File: config.mk
export PLATFORM = sky130hd
export DESIGN_NAME = pipe_stage_reg_flat
export DESIGN_NICKNAME = d
export VERILOG_FILES = /design/src/rtl/pipe_pkg.sv /design/src/rtl/pipe_stage_reg_if.sv /design/src/rtl/pipe_slot.sv /design/src/rtl/pipe_stage_reg.sv /design/src/flat_wrapper.sv
export SDC_FILE = /design/constraint.sdc
export NUM_CORES = 1
export LEC_CHECK = 0
export CORE_UTILIZATION = 38
export CTS_CLUSTER_SIZE = 28
export DETAILED_ROUTE_END_ITERATION = 16
export GPL_ROUTABILITY_DRIVEN = 0
export HOLD_SLACK_MARGIN = 0.03
export PLACE_DENSITY = 0.82
export SLEW_MARGIN = 25
export SYNTH_ARGS = -nofsm -noshare
export SYNTH_HDL_FRONTEND = slang
export SYNTH_SLANG_ARGS = --single-unit
File: constraint.sdc
create_clock -name clk -period 2.68 [get_ports clk]
set_input_delay 0.536 -clock clk [delete_from_list [all_inputs] [get_ports clk]]
set_output_delay 0.536 -clock clk [all_outputs]
set_load 0.05 [all_outputs]
File: src/rtl/pipe_pkg.sv
// Shared state type and width default for the pipe_stage_reg block.
package pipe_pkg;

    localparam int DATA_W_DEF = 64;

    // Encodings equal the number of held entries.
    typedef enum logic [1:0] {
        EMPTY = 2'd0,
        ONE   = 2'd1,
        TWO   = 2'd2
    } stage_state_e;

    function automatic logic [1:0] occ_of(input stage_state_e s);
        return 2'(s);
    endfunction

endpackage

File: src/rtl/pipe_stage_reg_if.sv
// Handshake bundle for pipe_stage_reg: upstream side, downstream side and flush.
interface pipe_stage_reg_if
    import pipe_pkg::*;
#(
    parameter int DATA_W = DATA_W_DEF
);

    logic              in_valid;
    logic              in_ready;
    logic [DATA_W-1:0] in_data;
    logic              flush;
    logic              out_valid;
    logic              out_ready;
    logic [DATA_W-1:0] out_data;
    logic [1:0]        occupancy;

    modport master (
        output in_valid, in_data, flush, out_ready,
        input  in_ready, out_valid, out_data, occupancy
    );

    modport slave (
        input  in_valid, in_data, flush, out_ready,
        output in_ready, out_valid, out_data, occupancy
    );

endinterface

File: src/rtl/pipe_slot.sv
// One payload register of the stage; clear wins over load and returns it to BUBBLE_VAL.
module pipe_slot
    import pipe_pkg::*;
#(
    parameter int                DATA_W     = DATA_W_DEF,
    parameter logic [DATA_W-1:0] BUBBLE_VAL = '0
) (
    input  logic              clk,
    input  logic              rst,
    input  logic              load,
    input  logic              clr,
    input  logic [DATA_W-1:0] d,
    output logic [DATA_W-1:0] q
);

    logic [DATA_W-1:0] data_d;
    logic [DATA_W-1:0] data_q;

    always_comb begin
        data_d = data_q;
        if (clr)
            data_d = BUBBLE_VAL;
        else if (load)
            data_d = d;
    end

    always_ff @(posedge clk or posedge rst) begin
        if (rst)
            data_q <= BUBBLE_VAL;
        else
            data_q <= data_d;
    end

    assign q = data_q;

endmodule

File: src/rtl/pipe_stage_reg.sv
// Elastic pipeline register. Define PIPE_STAGE_SKID_EN for the two-slot skid variant
// with a registered in_ready; the default build is a single slot with a pass-through ready.
module pipe_stage_reg
    import pipe_pkg::*;
#(
    parameter int                DATA_W     = DATA_W_DEF,
    parameter logic [DATA_W-1:0] BUBBLE_VAL = '0
) (
    input logic             clk,
    input logic             rst,
    pipe_stage_reg_if.slave bus
);

    stage_state_e      state_q;
    stage_state_e      state_d;
    logic              out_valid_q;
    logic [1:0]        occupancy_q;
    logic              in_ready_w;
    logic              in_xfer;
    logic              out_xfer;
    logic              main_load;
    logic              main_clr;
    logic [DATA_W-1:0] main_d;
    logic [DATA_W-1:0] main_q;

`ifdef PIPE_STAGE_SKID_EN
    logic              in_ready_q;
    logic              skid_load;
    logic              skid_clr;
    logic [DATA_W-1:0] skid_q;

    // Flush consumes and drops the input even when both slots are full.
    assign in_ready_w = in_ready_q | bus.flush;
`else
    assign in_ready_w = !out_valid_q || bus.out_ready || bus.flush;
`endif

    assign in_xfer  = bus.in_valid && in_ready_w;
    assign out_xfer = out_valid_q && bus.out_ready;

    always_comb begin
        state_d   = state_q;
        main_load = 1'b0;
        main_clr  = 1'b0;
        main_d    = bus.in_data;
`ifdef PIPE_STAGE_SKID_EN
        skid_load = 1'b0;
        skid_clr  = 1'b0;
`endif
        if (bus.flush) begin
            state_d  = EMPTY;
            main_clr = 1'b1;
`ifdef PIPE_STAGE_SKID_EN
            skid_clr = 1'b1;
`endif
        end else begin
            case (state_q)
                EMPTY: begin
                    if (in_xfer) begin
                        state_d   = ONE;
                        main_load = 1'b1;
                    end
                end
                ONE: begin
                    if (in_xfer && out_xfer) begin
                        main_load = 1'b1;
                    end else if (out_xfer) begin
                        state_d  = EMPTY;
                        main_clr = 1'b1;
`ifdef PIPE_STAGE_SKID_EN
                    end else if (in_xfer) begin
                        state_d   = TWO;
                        skid_load = 1'b1;
`endif
                    end
                end
`ifdef PIPE_STAGE_SKID_EN
                TWO: begin
                    if (out_xfer) begin
                        state_d   = ONE;
                        main_load = 1'b1;
                        main_d    = skid_q;
                        skid_clr  = 1'b1;
                    end
                end
`endif
                default: state_d = EMPTY;
            endcase
        end
    end

    always_ff @(posedge clk or posedge rst) begin
        if (rst) begin
            state_q     <= EMPTY;
            out_valid_q <= 1'b0;
            occupancy_q <= 2'd0;
`ifdef PIPE_STAGE_SKID_EN
            in_ready_q  <= 1'b1;
`endif
        end else begin
            state_q     <= state_d;
            out_valid_q <= (state_d != EMPTY);
            occupancy_q <= occ_of(state_d);
`ifdef PIPE_STAGE_SKID_EN
            in_ready_q  <= (state_d != TWO);
`endif
        end
    end

    pipe_slot #(
        .DATA_W     (DATA_W),
        .BUBBLE_VAL (BUBBLE_VAL)
    ) u_main (
        .clk  (clk),
        .rst  (rst),
        .load (main_load),
        .clr  (main_clr),
        .d    (main_d),
        .q    (main_q)
    );

`ifdef PIPE_STAGE_SKID_EN
    pipe_slot #(
        .DATA_W     (DATA_W),
        .BUBBLE_VAL (BUBBLE_VAL)
    ) u_skid (
        .clk  (clk),
        .rst  (rst),
        .load (skid_load),
        .clr  (skid_clr),
        .d    (bus.in_data),
        .q    (skid_q)
    );
`endif

    // main slot is cleared whenever the stage empties, so it doubles as the bubble output.
    assign bus.in_ready  = in_ready_w;
    assign bus.out_valid = out_valid_q;
    assign bus.out_data  = main_q;
    assign bus.occupancy = occupancy_q;

endmodule

File: src/flat_wrapper.sv
// flat-port wrapper written by rule: the top's interface ports become plain ports
module pipe_stage_reg_flat import pipe_pkg::*;
#(
    parameter int                DATA_W     = DATA_W_DEF,
    parameter logic [DATA_W-1:0] BUBBLE_VAL = '0
)
  (clk, rst, bus_in_valid, bus_in_data, bus_flush, bus_out_ready, bus_in_ready, bus_out_valid, bus_out_data, bus_occupancy);
  pipe_stage_reg_if #(.DATA_W(DATA_W)) bus_i ();
  input logic clk;
  input logic rst;
  input wire logic [$bits(bus_i.in_valid)-1:0] bus_in_valid;
  input wire logic [$bits(bus_i.in_data)-1:0] bus_in_data;
  input wire logic [$bits(bus_i.flush)-1:0] bus_flush;
  input wire logic [$bits(bus_i.out_ready)-1:0] bus_out_ready;
  output wire logic [$bits(bus_i.in_ready)-1:0] bus_in_ready;
  output wire logic [$bits(bus_i.out_valid)-1:0] bus_out_valid;
  output wire logic [$bits(bus_i.out_data)-1:0] bus_out_data;
  output wire logic [$bits(bus_i.occupancy)-1:0] bus_occupancy;
  assign bus_i.in_valid = bus_in_valid;
  assign bus_i.in_data = bus_in_data;
  assign bus_i.flush = bus_flush;
  assign bus_i.out_ready = bus_out_ready;
  assign bus_in_ready = bus_i.in_ready;
  assign bus_out_valid = bus_i.out_valid;
  assign bus_out_data = bus_i.out_data;
  assign bus_occupancy = bus_i.occupancy;
  pipe_stage_reg #(.DATA_W(DATA_W), .BUBBLE_VAL(BUBBLE_VAL)) u_core (.clk(clk), .rst(rst), .bus(bus_i));
endmodule
# Word-level counts from Yosys, hierarchy flattened
# Index checks and enable logic that the tools add are counted.
# Widths: inputs -> output; s select.
totals:
  wordCells: 28
  ff_bits: 67
  latch_bits: 0
  ramBits: 0
  in_bits: 69
  output_inout_bits: 68
  mem_bits_ro: 0
  mem_count: 0
classes:
  addsub: 0
  bitwise: 0
  reduce_logical: 9
  n_lt_le_gt_ge: 0
  shifts: 0
  mux: 15
  div: 0
  n_mul: 0
  eq_ne: 1
op_table:
  columns: ["cell", "count"]
  rows:
  - ["$mux 64", 2]
  - ["$mux 2", 4]
  - ["$mux 1", 7]
  - ["$pmux 2 s2", 1]
  - ["$reduce_bool 2->1", 2]
  - ["$logic_and 1x1->1", 3]
  - ["$eq 2x1->1 const B", 1]
  - ["$logic_not 2->1", 1]
  - ["$logic_or 1x1->1", 2]
  - ["$pmux 1 s2", 1]
  - ["$logic_not 1->1", 1]

# Depth between registers and ports, before layout
# Gate-level depths: netlist (run 1).
logic_depth:
  word_depth: 10
  mapped_depth: 5

# Modules after synthesis
# From an unflattened synthesis (run 1), not the netlist that was laid out.
unflattened:
  hier_cells: 223
  area_unflattened_um2: 2786.4
by_module_without_submodules:
  columns: ["mod", "n_inst", "area_per_inst_um2", "cells_per_inst"]
  rows:
  - ["pipe_slot", 1, 2621.3, 207]
  - ["pipe_stage_reg", 1, 165.2, 16]

# Worst setup path before layout (run 1)
# No wires, ideal clock.
synth_timing:
  path_kind: "reg-to-output"
  startpoint: "register u_core.out_valid_q (netlist: u_core.bus.out_valid)"
  endpoint: "output port bus_in_ready"
  arrival_time_ns: 1.271
  required_ns: 2.144
  stages_incl_launch_ff: 3
  path_buffers: 0
  slack_ns: 0.873
  cell_sequence: "dfrtp_1 nand2b_1 or2_2"
synth_via:
  elab_chain_cells: 3
synth_rtl:
  columns: ["element", "line_no", "rtl"]
  rows:
  - ["from (decl)", "pipe_stage_reg.sv:16", "logic out_valid_q;"]
  - ["from (signal assigned)", "pipe_stage_reg.sv:102", "out_valid_q <= (state_d != EMPTY);"]
  - ["$logic_not 1->1", "pipe_stage_reg.sv:35", "assign in_ready_w = !out_valid_q || bus.out_ready || bus.flush;"]
  - ["$logic_or 1x1->1 (2 in series)", "pipe_stage_reg.sv:35", null]
  - ["to (decl)", "flat_wrapper.sv:15", "output wire logic [$bits(bus_i.in_ready)-1:0] bus_in_ready;"]
# No other way between the ends.

# Worst setup path after layout (run 1)
layout_timing:
  startpoint: "input port bus_out_ready"
  endpoint: "output port bus_in_ready"
layout_via:
  elab_chain_cells: 2
layout_rtl:
  columns: ["element", "line_no", "rtl"]
  rows:
  - ["from (decl)", "flat_wrapper.sv:14", "input wire logic [$bits(bus_i.out_ready)-1:0] bus_out_ready;"]
  - ["$logic_or 1x1->1 (2 in series)", "pipe_stage_reg.sv:35", null]
# No other way between the ends.

==> out/qor.yml, run 1 <==
syn_area_per_cell_um2: 15.8
outcome: "complete, no violations"
fin_crit_sh_pct: 83.4
tightest_slew_ns: 0.538
htreeDepth: 3
ys_warn_count: 0
dp_cells: 362
r2r-start: "u_core.bus.out_valid"
drv_cap: 0
cts.sinks: 67
synth_top_family_by_area: "compound AO/OA/AOI/OAI gates"
rsz0062_at_grt: "false"
hold_class: "flop to flop"
synth_edf_count: 0
finalHoldViolations: 0
clock_latency_ns: 0.32
critPathLaunchType: "input port"
fin_skew_ns: 0.00691
ys_seq_area_share_pct: 67.6
io_buffers: 136
io_pins: 137
synth_top_area_share_pct: 67.6
dp_hpwl_um: 4060
rr_worst_depth: 4
synth-simple-area-share_pct: 1.26
crit_required_ns: 2.14
seq_power_share_pct: 45.7
path_clk_slew_ns: 0.06
rrSetupSlack_ns: 1.19
grt_pass1_wl_um: 8460
swShare_pct: 27.6
die_w_um: 82.8
synth_largest_area_cell: "dfrtp_1"
synth-xor-area-share_pct: 0
min_to: "u_core.u_main.q[6]"
antenna_found_initial: 0
irDropWorstVdd_v: 0.000399
synth.area.top_cells: "dfrtp_1, a22o_1, buf_6"
final-setup-viol-count: 0
wl_per_cell_um: 15.3
postSynthCellCount: 157
syn_to_final_growth_pct: 62.7
start_util_pct: 39.3
yosysMostFrequentCell: "dfrtp_1"
crit_fanout: 3
layout-drive-gt1-share_pct: 7.97
grt_usage_pct: 17.0
drtAntennaViolNets: 0
ys.flop_type: "dfrtp_1"
synth_fa_ha_area_share_pct: 0
synthMuxAreaShare_pct: 0.404
synth_compound_area_share_pct: 24.5
die-area_um2: 6850
tns_ns: 0
drv_slew: 0
yosys-top-cells-count: "dfrtp_1, a22o_1, buf_6"
fin_nets: 365
routed_wl_um: 5780
cts_buffers: 9
cts_resized: 0
synth-seq-cells: 67
r2r_end: "u_core.u_main.q[56]"
whs_path_depth: 1
diodes: 0
grt_max_degree: 65
cts_hold_buf: 0
cp.arrival_ns: 1.70
fin_cells: 378
relSlewSlack_pct: 64.0
p_int_mw: 1.72
num_vias: 1880
comb_power_share_pct: 20.7
viasPerCell: 4.97
rows: 29
cts_max_path_buffers: 2
cts_setup_buffers: 0
yosysUniqueCellTypes: 14
whs_ns: 0.505
hp-start: "u_core.u_main.q[6]"
path_class: "input port to output port"
fin_crit_ns: 2.24
end_kind: "output port"
gr-total-overflow: 0
die_y_um: 82.8
max_freq_mhz: 447
drtIter0Drc: 32
drc: 0
synth_nets: 226
grt_pass1_vias: 1781
root_buffer: "clkbuf_8"
p_clk_share_pct: 33.6
core_um2: 6310
dr.pass1.iters: 4
syn_area_um2: 2480
synth-async-reset-ratio_pct: 100
power.net_switching_mw: 0.656
cts_tree: "done"
power_mw: 2.38
p_per_area_nw_per_um2: 590
p_leak_nw: 1.80
[power by group through the flow]
| stage | combinational, mW | sequential (mW) | clock (mW) |
|---|---|---|---|
| 2_1_floorplan | 0.111 | 1.28 | 0 |
| 3_3_place_gp | 0.491 | 1.10 | 0 |
| 3_5_place_dp | 0.496 | 1.11 | 0 |
| 4_1_cts | 0.497 | 1.09 | 0.828 |
| 5_1_grt | 0.518 | 1.09 | 0.870 |
| 6_report | 0.492 | 1.09 | 0.801 |
[metal layers]
layer / up-vias / GRT usage, % / wire, µm
met2: 91 / 26.6 / 2700
met5: - / 0 / 0
li1: 885 / - / -
met4: 0 / 9.14 / 108
met1: 893 / 21.3 / 2470
met3: 11 / 4.62 / 492
[critical path: stages]
cell and delay [ns]:
clkdlybuf4s50_1 0.45, nand2b_1 0.23, or2_2 0.30, buf_4 0.19
[placed cells by master (no fill, tap or decap), drive strengths merged]
cell type / synthesis / layout
clkdlybuf4s50: 0 / 135
o21ai: 1 / 1
bufinv: 0 / 1
nand2b: 2 / 2
clkinvlp: 0 / 2
o21ba: 1 / 1
or2: 1 / 1
and4: 1 / 1
conb: 1 / 1
a21oi: 2 / 2
clkbuf: 0 / 12
buf: 13 / 6
dfrtp: 67 / 67
inv: 1 / 1
a31oi: 1 / 1
mux2i: 1 / 1
a22o: 64 / 64
clkinv: 0 / 1
nor2: 1 / 1
[cells by family (layout without fill, tap and decap cells)]
| logic type | after synthesis | count (layout) |
|---|---|---|
| multiplexers | 1 | 1 |
| AO/OA/AOI/OAI | 69 | 69 |
| AND/OR/NAND/NOR | 5 | 5 |
| flip-flops | 67 | 67 |
| other | 1 | 1 |
| buffers and inverters | 14 | 158 |
[how the worst max path moves through the flow]
stage,from,end,slack [ns]
2_1_floorplan,rst,u_core.bus.out_valid,0.46
3_3_place_gp,bus_out_ready,bus_in_ready,0.50
3_5_place_dp,bus_out_ready,bus_in_ready,0.45
4_1_cts,bus_out_ready,bus_in_ready,0.44
5_1_grt,bus_out_ready,bus_in_ready,0.40
6_report,bus_out_ready,bus_in_ready,0.44
[per-stage QoR]
stage                     setup slack [ns]  instance area [µm²]  utilization [%]
after floorplan                      0.461                 2480                -
after global placement               0.501                 3840             60.8
after detailed placement             0.446                 3840             60.8
after CTS                            0.439                 4030             63.9
after global routing                 0.400                 4030             63.9
final                                0.444                 4030             63.9
[layout make-up]
type	instances	area, µm²
Inverter	1	3.75
Clock buffer	12	145
Fill cell	516	2280
Tap cell	77	96.3
Sequential cell	67	1680
Clock inverter	4	50.0
Timing Repair Buffer	141	1410
Multi-Input combinational cell	76	653
[sequential cells by signal, summed over array words and instances (netlist names)]
register,flops
u_core.u_main.q,64
u_core.state_q,2
u_core.bus.out_valid,1
No activity file was read; power rests on OpenSTA's default activity.
==> run 2: changes to the inputs <==
--- a/config.mk
+++ b/config.mk
@@ -5,12 +5,12 @@
 export SDC_FILE = /design/constraint.sdc
 export NUM_CORES = 1
 export LEC_CHECK = 0
-export CORE_UTILIZATION = 38
+export CORE_UTILIZATION = 35
 export CTS_CLUSTER_SIZE = 28
 export DETAILED_ROUTE_END_ITERATION = 16
 export GPL_ROUTABILITY_DRIVEN = 0
 export HOLD_SLACK_MARGIN = 0.03
-export PLACE_DENSITY = 0.82
+export PLACE_DENSITY = 0.8
 export SLEW_MARGIN = 25
 export SYNTH_ARGS = -nofsm -noshare
 export SYNTH_HDL_FRONTEND = slang
==> constraint.sdc (replaced) <==
create_clock -name clk -period 1.86 [get_ports clk]
set_input_delay 0.372 -clock clk [delete_from_list [all_inputs] [get_ports clk]]
set_output_delay 0.372 -clock clk [all_outputs]
set_load 0.05 [all_outputs]
==> run 2 against run 1 <==
  * Total power grew 52%
  * Non-clock buffer count grew 3
  * Largest power group unchanged
  * Critical path type unchanged
  * Register-to-register slack lost 0.76 ns
  * Sequential share of layout area shrank 0.17 points
  * Routed wire length grew 2.0%
==> out/qor.yml, run 2 (same netlist as run 1, synthesis figures left out) <==
outcome: "complete, no violations"
critPathBufInv: 2
power_mw: 3.62
layout-drive-gt1-share_pct: 23.0
routed_wl_um: 5890
dr.pass1.iters: 4
wl_per_cell_um: 14.7
htreeDepth: 3
final-setup-viol-count: 0
slowest_delay_ns: 0.41
dp_hpwl_um: 4150
fin_crit_sh_pct: 96.9
largest_reg_flops: 64
die_w_um: 86.2
r2r_end: "u_core.u_main.q[57]"
clock_latency_ns: 0.33
diodes: 0
fin_cells: 400
die_y_um: 86.2
grt_usage_pct: 16.5
crit_chain: "clkdlybuf4s50_1, nand2b_1, or2_2, buf_4"
fin_crit_ns: 1.80
cts_buffers: 9
critPathLaunchType: "input port"
cts_tree: "done"
antenna_found_initial: 0
max_freq_mhz: 555
path_clk_slew_ns: 0.07
p_per_area_nw_per_um2: 893
rr_worst_depth: 4
relSlewSlack_pct: 66.5
drv_slew: 0
crit_family: "buffers and inverters"
grt_max_degree: 37
root_buffer: "clkbuf_8"
finalHoldViolations: 0
drc: 0
core_um2: 6830
p_leak_nw: 2.06
cp.arrival_ns: 1.43
irDropWorstVdd_v: 0.000385
tightest_slew_ns: 0.502
cts.sinks: 67
fin_skew_ns: 0.00814
die-area_um2: 7420
dp_cells: 384
crit_required_ns: 1.49
fin_nets: 368
tns_ns: 0
end_kind: "output port"
cts_setup_buffers: 0
rsz0062_at_grt: "false"
cts_hold_buf: 0
final_common_cell: "clkdlybuf4s50_1"
syn_to_final_growth_pct: 63.4
grt_pass1_wl_um: 9470
drtAntennaViolNets: 0
cpMaxStageDelayCell: "clkdlybuf4s50_1"
io_pins: 137
viasPerCell: 4.82
hold_class: "input port to async pin"
path_class: "input port to output port"
start_util_pct: 36.3
rows: 30
gr-total-overflow: 0
cts_resized: 23
r2r-start: "u_core.bus.out_valid"
cts_max_path_buffers: 2
num_vias: 1927
crit_fanout: 3
mostFrequentLayoutCells: "clkdlybuf4s50_1, dfrtp_1, a22o_1, buf_4, dlygate4sd2_1"
io_buffers: 136
grt_pass1_vias: 1945
drv_cap: 0
rrSetupSlack_ns: 0.43
drtIter0Drc: 25
run 2: changes by cell type in the layout (fill, tap and decap cells not counted), moves of 2 or more:
cell,change
clkdlybuf4s50_1,-67
dlymetal6s2s_1,+2
buf_4,+40
dlygate4sd2_1,+23
buf_12,+5
run 2: layout make-up:
cell class              count  area, µm²
clock buffers              12        155
repair buffers            144       1370
inverters                   1       7.51
well taps                  96        120
fillers                   605       2780
clock inverters             4       72.6
multi-input cells          76        653
flip-flops and latches     67       1680
run 2: layer usage:
layer | global-route usage, % | part of all wire [%]
met5 | 0 | 0
met1 | 21.5 | 43
met2 | 25.2 | 47
met3 | 4.62 | 8.5
met4 | 8.18 | 1.8
run 2: worst max path at each step:
stage                         start                   to  slack (ns)  cells after the start
6_report              bus_out_ready         bus_in_ready        0.06                      4
5_1_grt               bus_out_ready         bus_in_ready        0.01                      4
4_1_cts         u_core.u_main.q[53]     bus_out_data[53]      0.0008                      1
3_5_place_dp           bus_in_valid  u_core.u_main.q[51]        0.04                      5
3_3_place_gp          bus_out_ready         bus_in_ready        0.08                      4
2_1_floorplan  u_core.bus.out_valid         bus_in_ready        0.22                      2
run 2: through the flow:
stage	worst slack, ns	instance area [µm²]	utilization, %	hold WS (ns)
floorplan	0.217	2480	-	0.505
global placement	0.0803	3850	56.3	0.489
detailed placement	0.0404	3850	56.3	0.490
CTS	0.000831	4050	59.2	0.426
global route	0.0132	4050	59.3	0.468
finish	0.0567	4050	59.3	0.428
run 2: report_power, final:
| group | switching [mW] | internal, mW |
|---|---|---|
| clock network | 0.522 | 0.826 |
| registers | 0.0407 | 1.53 |
| logic | 0.410 | 0.290 |
==> run 3: changes to the inputs <==
--- a/config.mk
+++ b/config.mk
@@ -5,12 +5,13 @@
 export SDC_FILE = /design/constraint.sdc
 export NUM_CORES = 1
 export LEC_CHECK = 0
-export CORE_UTILIZATION = 35
+export CORE_UTILIZATION = 30
 export CTS_CLUSTER_SIZE = 28
 export DETAILED_ROUTE_END_ITERATION = 16
 export GPL_ROUTABILITY_DRIVEN = 0
+export GPL_TIMING_DRIVEN = 1
 export HOLD_SLACK_MARGIN = 0.03
-export PLACE_DENSITY = 0.8
+export PLACE_DENSITY = 0.7
 export SLEW_MARGIN = 25
 export SYNTH_ARGS = -nofsm -noshare
 export SYNTH_HDL_FRONTEND = slang
==> run 3 against run 2 <==
  * Routed wire length rose by 4.1%
  * Setup slack improved by 0.026 ns
  * Final area shrank 1.0%
  * Die area is 16% higher
  * First-iteration DRC count rose to 3.6 times the previous value
  * Critical path depth unchanged
  * Sequential power hardly changed
  * Flip-flop and latch count did not move
==> out/qor.yml, run 3 (same netlist as run 1, synthesis figures left out) <==
htreeDepth: 3
die_w_um: 92.9
tightest_slew_ns: 0.501
wl_per_cell_um: 15.1
drtAntennaViolNets: 0
cts_tree: "done"
fin_crit_ns: 1.78
rsz0062_at_grt: "false"
path_class: "input port to output port"
cts_hold_buf: 0
io_pins: 137
core_um2: 7850
critPathLaunchType: "input port"
drv_cap: 0
max_freq_mhz: 563
path_clk_slew_ns: 0.07
die-area_um2: 8630
diodes: 0
met2WireLength_um: 2870
antenna_found_initial: 0
cts.sinks: 67
dr_wl_met3_um: 446
mostFrequentLayoutCells: "clkdlybuf4s50_1, dfrtp_1, a22o_1, buf_4, dlygate4sd2_1"
grt_pass1_vias: 1980
routed_wl_um: 6130
die_y_um: 92.9
fillers: 708
p_per_area_nw_per_um2: 858
grt_max_degree: 68
grt_usage_pct: 14.9
cp.arrival_ns: 1.40
drtIter0Drc: 89
wl_met1_um: 2770
root_buffer: "clkbuf_8"
clock_latency_ns: 0.33
rows: 32
final-setup-viol-count: 0
io_buffers: 136
cts_buffers: 9
num_vias: 1942
irDropWorstVdd_v: 0.000358
dr.pass1.iters: 4
power_mw: 3.44
post-route-util_pct: 51.1
layout-drive-gt1-share_pct: 25.4
end_kind: "output port"
start_util_pct: 31.6
gr-total-overflow: 0
fin_crit_sh_pct: 95.5
grt_pass1_wl_um: 9980
largest_reg_flops: 64
crit_fanout: 3
relSlewSlack_pct: 66.6
outcome: "complete, no violations"
tns_ns: 0
fin_skew_ns: 0.00568
multi_input_area_um2: 661
drc: 0
hold_class: "input port to async pin"
viasPerCell: 4.80
syn_to_final_growth_pct: 61.7
crit_required_ns: 1.49
drv_slew: 0
cts_max_path_buffers: 2
final_common_cell: "clkdlybuf4s50_1"
seqCellArea_um2: 1680
fin_nets: 368
dp_hpwl_um: 4220
top_layer_used: "met4"
finalHoldViolations: 0
p_leak_nw: 2.03
-- run 3: cell types whose count changed in the layout (fill, tap and decap cells not counted), sizes merged --
cell         previous run  this run
bufinv                  2         1
buf                    51        59
dlygate4sd2            23        15
clkinvlp                2         1
clkbuf                 12        13
-- run 3: worst paths after layout --
kind                            cells past startpoint                  end  slack [ns]                  from
min in group clk                                    1  u_core.u_main.q[61]        0.50   u_core.u_main.q[61]
worst min register to register                      1  u_core.u_main.q[61]        0.50   u_core.u_main.q[61]
worst min-delay path                                3  u_core.u_main.q[25]        0.49                   rst
max in group asynchronous                           3  u_core.u_main.q[12]        1.08                   rst
worst max-delay path                                4         bus_in_ready        0.08         bus_out_ready
worst max register to register                      4  u_core.u_main.q[47]        0.39  u_core.bus.out_valid
-- run 3: layout make-up --
cell class	instances	area share [%]
well taps	102	3.18
repair buffers	144	33.5
clock buffers	13	3.96
inverters	1	0.187
multi-input cells	76	16.5
flip-flops and latches	67	41.8
clock inverters	2	0.874
-- run 3: report_power, final --
| part | switching, mW | total, mW | leakage (nW) | internal [mW] |
|---|---|---|---|---|
| clock network | 0.486 | 1.17 | 0.0995 | 0.684 |
| registers | 0.0415 | 1.57 | 0.912 | 1.53 |
| logic | 0.411 | 0.703 | 1.02 | 0.292 |
-- run 3: worst max-delay path, cell delays in order --
cell and delay (ns):
clkdlybuf4s50_1 0.42, nand2b_4 0.15, or2_2 0.27, buf_4 0.19
-- run 3: routing by layer --
| metal | vias up | global-route usage (%) |
|---|---|---|
| met4 | 0 | 5.77 |
| li1 | 888 | - |
| met2 | 86 | 22.8 |
| met1 | 962 | 20.0 |
| met3 | 6 | 4.35 |
| met5 | - | 0 |
-- run 3: through the flow --
step                      worst slack (ns)  hold WS, ns  area, µm²  std cells
after floorplan                      0.217        0.505       2480        157
after global placement              0.0662        0.487       3820        390
after detailed placement            0.0407        0.490       3820        390
after CTS                         0.000340        0.490       4000        405
after global routing                0.0407        0.513       4010        405
final                               0.0831        0.485       4010        405
-- run 3: what timing repair did --
action                                  4_1_cts  5_1_grt
hold endpoints to repair                      0        0
endpoints found under the setup margin       15        3
buffers inserted                              0        0
resized for setup                            15        3
